<file path="src/rtl/ss_mac_pkg.sv">
// Shared definitions for the stochastic-symbol MAC: FSM states, default
// widths and the symbol saturation helper.
package ss_mac_pkg;

    typedef enum logic [1:0] {
        IDLE = 2'd0,
        RUN  = 2'd1,
        DONE = 2'd2
    } ss_state_e;

    localparam int SS_DEF_N_CH   = 8;
    localparam int SS_DEF_IN_W   = 9;
    localparam int SS_DEF_RAND_W = 8;
    localparam int SS_DEF_SS_W   = 2;
    localparam int SS_DEF_LEN_W  = 10;
    localparam int SS_DEF_ACC_W  = 16;

    // Largest value a symbol of ss_w bits may take.
    function automatic int ss_sym_max(input int ss_w);
        return (1 << ss_w) - 1;
    endfunction

endpackage

</file>
<file path="src/rtl/ss_mac_seq_if.sv">
// Handshake, data and result bundle for ss_mac_seq. The master side issues
// runs and supplies magnitudes/random numbers; the slave side is the MAC.
interface ss_mac_seq_if #(
    parameter int N_CH   = 8,
    parameter int IN_W   = 9,
    parameter int RAND_W = 8,
    parameter int SS_W   = 2,
    parameter int LEN_W  = 10,
    parameter int ACC_W  = 16
);
    localparam int SEL_W = (N_CH > 1) ? $clog2(N_CH) : 1;

    logic                     start;
    logic [LEN_W-1:0]         len;
    logic                     mode;
    logic [SEL_W-1:0]         sel;
    logic [N_CH*IN_W-1:0]     x_input;
    logic [N_CH*RAND_W-1:0]   x_randnum;
    logic                     busy;
    logic                     done;
    logic [ACC_W-1:0]         z_output;
    logic                     ovf;

    modport master (
        output start, len, mode, sel, x_input, x_randnum,
        input  busy, done, z_output, ovf
    );

    modport slave (
        input  start, len, mode, sel, x_input, x_randnum,
        output busy, done, z_output, ovf
    );

endinterface

</file>
<file path="src/rtl/ss_symbol_gen.sv">
// Combinational magnitude-to-symbol converter for one channel: the upper
// magnitude bits plus a stochastic round-up bit, saturated to the symbol range.
module ss_symbol_gen
    import ss_mac_pkg::*;
#(
    parameter int IN_W   = 9,
    parameter int RAND_W = 8,
    parameter int SS_W   = 2
) (
    input  logic [IN_W-1:0]   x,
    input  logic [RAND_W-1:0] rnd,
    output logic [SS_W-1:0]   s
);
    localparam int HI_W  = IN_W - RAND_W;
    // Wide enough that neither the upper bits nor the carry are lost before saturation.
    localparam int SUM_W = ((HI_W > SS_W) ? HI_W : SS_W) + 1;
    localparam logic [SUM_W-1:0] S_MAX = SUM_W'(ss_sym_max(SS_W));

    logic             round_up;
    logic [SUM_W-1:0] sum;

    // Round up when the fractional part strictly exceeds the random number, then clamp.
    always_comb begin
        round_up = (x[RAND_W-1:0] > rnd);
        sum      = SUM_W'(x[IN_W-1:RAND_W]) + SUM_W'(round_up);
        s        = (sum > S_MAX) ? S_MAX[SS_W-1:0] : sum[SS_W-1:0];
    end

endmodule

</file>
<file path="src/rtl/ss_mac_seq.sv">
// Sequenced stochastic-symbol MAC. A start in IDLE latches the run setup and
// accumulates one channel's symbol per cycle for len cycles, then pulses done.
// Optional build macro SS_MAC_SAT_EN: accumulator clamps at all-ones on
// overflow instead of wrapping (ovf is sticky either way).
module ss_mac_seq
    import ss_mac_pkg::*;
#(
    parameter int N_CH   = SS_DEF_N_CH,
    parameter int IN_W   = SS_DEF_IN_W,
    parameter int RAND_W = SS_DEF_RAND_W,
    parameter int SS_W   = SS_DEF_SS_W,
    parameter int LEN_W  = SS_DEF_LEN_W,
    parameter int ACC_W  = SS_DEF_ACC_W
) (
    input  logic         clk,
    input  logic         rst,
    ss_mac_seq_if.slave  bus
);
    localparam int SEL_W = (N_CH > 1) ? $clog2(N_CH) : 1;
    localparam logic [SEL_W-1:0] LAST_CH = SEL_W'(N_CH - 1);

    logic [SS_W-1:0] sym [N_CH];

    generate
        for (genvar gi = 0; gi < N_CH; gi++) begin : g_sym
            ss_symbol_gen #(
                .IN_W   (IN_W),
                .RAND_W (RAND_W),
                .SS_W   (SS_W)
            ) u_sym (
                .x   (bus.x_input[gi*IN_W +: IN_W]),
                .rnd (bus.x_randnum[gi*RAND_W +: RAND_W]),
                .s   (sym[gi])
            );
        end
    endgenerate

    ss_state_e        state_reg, state_next;
    logic [LEN_W-1:0] cnt_reg,   cnt_next;
    logic             mode_reg,  mode_next;
    logic [SEL_W-1:0] ch_reg,    ch_next;
    logic [ACC_W-1:0] acc_reg,   acc_next;
    logic             ovf_reg,   ovf_next;
    logic             busy_next_out, done_next_out;
    logic [SEL_W-1:0] sel_clamped;
    logic [ACC_W:0]   acc_sum;

    // Out-of-range start channels collapse onto the last channel.
    always_comb begin
        sel_clamped = (32'(bus.sel) > N_CH - 1) ? LAST_CH : bus.sel;
    end

    // State and datapath registers; reset returns everything to zero immediately.
    always_ff @(posedge clk or negedge rst) begin
        if (!rst) begin
            state_reg <= IDLE;
            cnt_reg   <= '0;
            mode_reg  <= 1'b0;
            ch_reg    <= '0;
            acc_reg   <= '0;
            ovf_reg   <= 1'b0;
        end else begin
            state_reg <= state_next;
            cnt_reg   <= cnt_next;
            mode_reg  <= mode_next;
            ch_reg    <= ch_next;
            acc_reg   <= acc_next;
            ovf_reg   <= ovf_next;
        end
    end

    // Next-state, accumulate and handshake outputs.
    always_comb begin
        state_next    = state_reg;
        cnt_next      = cnt_reg;
        mode_next     = mode_reg;
        ch_next       = ch_reg;
        acc_next      = acc_reg;
        ovf_next      = ovf_reg;
        busy_next_out = 1'b0;
        done_next_out = 1'b0;
        acc_sum       = {1'b0, acc_reg} + (ACC_W+1)'(sym[ch_reg]);

        unique case (state_reg)
            IDLE: begin
                if (bus.start) begin
                    mode_next  = bus.mode;
                    ch_next    = sel_clamped;
                    cnt_next   = bus.len;
                    acc_next   = '0;
                    ovf_next   = 1'b0;
                    state_next = (bus.len != '0) ? RUN : DONE;
                end
            end
            RUN: begin
                busy_next_out = 1'b1;
                if (acc_sum[ACC_W]) begin
                    ovf_next = 1'b1;
`ifdef SS_MAC_SAT_EN
                    acc_next = '1;
`else
                    acc_next = acc_sum[ACC_W-1:0];
`endif
                end else begin
                    acc_next = acc_sum[ACC_W-1:0];
                end
                cnt_next = cnt_reg - LEN_W'(1);
                if (mode_reg) begin
                    ch_next = (ch_reg == LAST_CH) ? '0 : ch_reg + SEL_W'(1);
                end
                if (cnt_reg == LEN_W'(1)) begin
                    state_next = DONE;
                end
            end
            DONE: begin
                busy_next_out = 1'b1;
                done_next_out = 1'b1;
                state_next    = IDLE;
            end
            default: begin
                state_next = IDLE;
            end
        endcase
    end

    assign bus.busy     = busy_next_out;
    assign bus.done     = done_next_out;
    assign bus.z_output = acc_reg;
    assign bus.ovf      = ovf_reg;

endmodule

</file>
<file path="src/flat_wrapper.sv">
// flat-port wrapper written by rule: the top's interface ports become plain ports
module ss_mac_seq_flat import ss_mac_pkg::*;
#(
    parameter int N_CH   = SS_DEF_N_CH,
    parameter int IN_W   = SS_DEF_IN_W,
    parameter int RAND_W = SS_DEF_RAND_W,
    parameter int SS_W   = SS_DEF_SS_W,
    parameter int LEN_W  = SS_DEF_LEN_W,
    parameter int ACC_W  = SS_DEF_ACC_W
)
  (clk, rst, bus_start, bus_len, bus_mode, bus_sel, bus_x_input, bus_x_randnum, bus_busy, bus_done, bus_z_output, bus_ovf);
  ss_mac_seq_if #(.N_CH(N_CH), .IN_W(IN_W), .RAND_W(RAND_W), .SS_W(SS_W), .LEN_W(LEN_W), .ACC_W(ACC_W)) bus_i ();
  input  logic clk;
  input  logic rst;
  input wire logic [$bits(bus_i.start)-1:0] bus_start;
  input wire logic [$bits(bus_i.len)-1:0] bus_len;
  input wire logic [$bits(bus_i.mode)-1:0] bus_mode;
  input wire logic [$bits(bus_i.sel)-1:0] bus_sel;
  input wire logic [$bits(bus_i.x_input)-1:0] bus_x_input;
  input wire logic [$bits(bus_i.x_randnum)-1:0] bus_x_randnum;
  output wire logic [$bits(bus_i.busy)-1:0] bus_busy;
  output wire logic [$bits(bus_i.done)-1:0] bus_done;
  output wire logic [$bits(bus_i.z_output)-1:0] bus_z_output;
  output wire logic [$bits(bus_i.ovf)-1:0] bus_ovf;
  assign bus_i.start = bus_start;
  assign bus_i.len = bus_len;
  assign bus_i.mode = bus_mode;
  assign bus_i.sel = bus_sel;
  assign bus_i.x_input = bus_x_input;
  assign bus_i.x_randnum = bus_x_randnum;
  assign bus_busy = bus_i.busy;
  assign bus_done = bus_i.done;
  assign bus_z_output = bus_i.z_output;
  assign bus_ovf = bus_i.ovf;
  ss_mac_seq #(.N_CH(N_CH), .IN_W(IN_W), .RAND_W(RAND_W), .SS_W(SS_W), .LEN_W(LEN_W), .ACC_W(ACC_W)) u_core (.clk(clk), .rst(rst), .bus(bus_i));
endmodule
</file>
<file path="config.mk">
export PLATFORM = sky130hd
export DESIGN_NAME = ss_mac_seq_flat
export DESIGN_NICKNAME = d
export VERILOG_FILES = /design/src/rtl/ss_mac_pkg.sv /design/src/rtl/ss_mac_seq_if.sv /design/src/rtl/ss_symbol_gen.sv /design/src/rtl/ss_mac_seq.sv /design/src/flat_wrapper.sv
export SDC_FILE = /design/constraint.sdc
export NUM_CORES = 1
export LEC_CHECK = 0
export CELL_PAD_IN_SITES_DETAIL_PLACEMENT = 0
export CELL_PAD_IN_SITES_GLOBAL_PLACEMENT = 1
export CORE_UTILIZATION = 25
export CTS_BUF_LIST = sky130_fd_sc_hd__clkbuf_8
export DETAILED_ROUTE_END_ITERATION = 12
export GPL_TIMING_DRIVEN = 0
export PLACE_DENSITY_LB_ADDON = 0.1
export SLEW_MARGIN = 10
export SYNTH_ARGS = -nofsm -noshare
export SYNTH_HDL_FRONTEND = slang
export SYNTH_SLANG_ARGS = --single-unit
</file>
<file path="constraint.sdc">
create_clock -name clk -period 3.8 [get_ports clk]
set_input_delay 0.38 -clock clk [delete_from_list [all_inputs] [get_ports clk]]
set_output_delay 0.38 -clock clk [all_outputs]
set_load 0.02 [all_outputs]
</file>
==> summary.txt <==
Status
  • Status: finished clean

Clocking
  • CTS Sinks: 33
  • Clk_lat worst skew: slightly below 300 ps
  • CTS tree: built
  • CTS max path bufs: 2
  • Cts bufs inserted: 5
  • CTS root buf: clkbuf_8
  • H-tree levels: 2
  • Clock-pin slew on the worst setup and hold paths: 70 ps

Cells and area
  • Final core occ: between 40% and 50%
  • Max reg flops: 16
  • Ant diodes: 0
  • Share of layout cells above drive strength 1: about 15%
  • Post-Layout Cell Count: 826
  • Cell area after layout: 0.00635 mm²
  • Most frequent cells in the layout: 166 x clkdlybuf4s50_1, 69 x inv_1, 56 x ha_1
  • Area grow syn2layout: 69.0%
  • Commonest non-fill, non-tap cell in the layout: clkdlybuf4s50_1
  • Layout Nets: approximately 900

Global routing
  • Vias in the first global route: 4039
  • First-pass GRT wire length: a little under 20 mm
  • Initial antenna violation count: 0
  • Total track usage: 15.1%
  • GRT Residual Overflow: 0
  • Largest net degree at the start of global routing: 33

Floorplanning
  • Starting Density: between 20% and 30%
  • Die area: 0.0155 mm²
  • Die width: 125 µm
  • I/O pin total: between 150 and 200
  • FP Rows: 44
  • Core area: 0.0146 mm²
  • Chip height: 125 µm

Synth
  • Syn Inst Count: about 460
  • Avg Inst Size Synth: around 8.2 µm²
  • Syn nets: 694
  • Synth warn: 0
  • Register area share after synthesis: a little over a fifth
  • Main synth FF type: dfrtp_1
  • Main area contributors after synthesis: ha_1 27%, dfrtp_1 22%, inv_1 7.3%
  • Post-synthesis cell type count: between 40 and 50
  • Yosys reg bits: 33
  • Top cell type's share of synthesized area: between 20% and 30%
  • Async S/R FF share, synth: 100%
  • Cell taking the most area after synthesis: ha_1
  • Cell area after synthesis: 0.00375 mm²
  • Post-synth EDFFs: 0

Power and ir drop
  • PD cells: around 230 mW/mm²
  • Worst VDD drop: around 0.13 mV
  • Leak: 2.81 nW

Timing
  • Minimum clock period: 3680 ps
  • Final Skew: roughly 9 ps
  • Fin Hold WS: slightly above 400 ps
  • Max Fclk: ~270 MHz
  • Final hold viol count: 0
  • Final count of negative-setup-slack endpoints: 0
  • Least-Margin Pin Slew: 640 ps
  • Max_slew headroom: a little under three fifths
  • Period utilisation layout: between 90% and 100%
  • Slew Viols, Final: 0

Place
  • Post-DP HPWL: between 9 and 10 mm
  • IO buf count: roughly 170
  • GPL Wtd Cong: between 0.7 and 0.8
  • Placed cells: a little over 800
  • Area post-placement: ~0.0057 mm²

Routing
  • Drt initial violations: about 120
  • Routed vias: just under 4000
  • Via/cell ratio: ~4.8
  • DRC viols: 0
  • Routed len/inst: roughly 15 µm
  • Drt total wl: approximately 12 mm
  • Antenna Violating Nets Remaining: 0
  • Initial DRT Pass Iterations: 4

Min path
  • Hold/Removal Path Class: input pin to async pin

Setup path
  • Critical Path AT: about 3900 ps
  • CP Class: input pin to flip-flop
  • Crit-path max FO: 6
  • Critical Path End Type: flip-flop
  • Reg2reg path depth: 8
  • Reg-to-Reg End: u_core.bus.z_output[11]
  • RR Startpoint: u_core.ch_reg[0]
  • Startpoint class of the critical path: input pin
  • Flop-to-flop setup slack: about 830 ps
  • WP data required: between 4000 and 5000 ps

Run
  • Max-cap check violation count: 0
==> cell families after synthesis <==
logic type,after synthesis,share of synthesized area (%)
xor+xnor,3,0.700
flops,33,22.0
compound gates,107,16.1
buf+inv,84,8.53
fa+ha+maj,82,27.5
mux,26,8.40
simple gates,124,16.7
==> how the worst max path moves through the flow <==
stage / from / end / depth (start not counted)
global route: bus_x_randnum[55] / u_core.bus.z_output[11] / 15
finish: bus_x_input[28] / u_core.bus.z_output[11] / 14
CTS: bus_x_randnum[39] / u_core.bus.z_output[11] / 15
detailed placement: bus_x_randnum[17] / u_core.bus.z_output[11] / 15
floorplan: bus_x_randnum[57] / u_core.bus.z_output[9] / 14
global placement: bus_x_randnum[9] / u_core.bus.z_output[11] / 15
==> stage by stage <==
stage          setup WS (ps)  TNS (ps)  power [mW]
5_1_grt                -6.60     -9.35        1.55
2_1_floorplan            371         0       0.735
3_3_place_gp            -361     -3850        1.05
4_1_cts                0.940         0        1.38
3_5_place_dp            -443     -4500        1.06
6_report                 123         0        1.44
==> synth_stat cells, drive strengths merged (4+ instances only) <==
| library cell | instances |
|---|---|
| o21a | 8 |
| nor2 | 24 |
| clkbuf | 9 |
| mux2 | 4 |
| nand4 | 20 |
| o21ai | 33 |
| nand3 | 13 |
| a21oi | 43 |
| or3 | 5 |
| ha | 81 |
| o22ai | 11 |
| mux4 | 4 |
| nor4 | 6 |
| mux2i | 18 |
| nor3 | 4 |
| dfrtp | 33 |
| nand2 | 33 |
| inv | 73 |
| nor2b | 9 |
==> final cells by class <==
cell class | instances | area [µm²]
fill | 1481 | 8240
buffer | 11 | 46.3
sequential | 33 | 826
inverter | 73 | 274
clock buffer | 5 | 68.8
clock inverter | 3 | 17.5
tap | 184 | 230
timing repair buffer | 175 | 1760
multi-input combinational | 342 | 3130
==> routing by layer <==
layer	wire [µm]	share of wire, %	track usage, %	vias to the layer above
li1	-	-	-	1992
met1	5360	45	18.4	1836
met2	6030	50	27.9	111
met3	558	4.6	2.53	6
met4	87	0.72	2.34	0
met5	0	0	0	-
==> critical path, stage by stage <==
cell,delay [ps]
clkdlybuf4s50_1,520
ha_4,220
nor2b_1,120
o21a_1,170
o21ai_2,140
a21oi_2,70
ha_1,180
mux4_2,470
mux2_4,310
ha_4,270
a21oi_4,50
or4_4,520
or3_4,350
a21oi_2,130
==> what timing repair did <==
| item | in CTS | in global routing |
|---|---|---|
| gates resized for setup | 26 | 77 |
| pin swaps | 16 | 33 |
| endpoints found under the hold margin | 1 | 0 |
| hold buffers | 1 | 0 |
| setup buffers | 1 | 1 |
| endpoints found under the setup margin | 6 | 12 |
==> where the power goes <==
part           switching [mW]  leakage, nW  internal (mW)
sequential             0.0685        0.422          0.388
clock                   0.141       0.0439          0.126
combinational           0.297         2.35          0.420
Note: power is estimated with default switching activity, not from simulation.
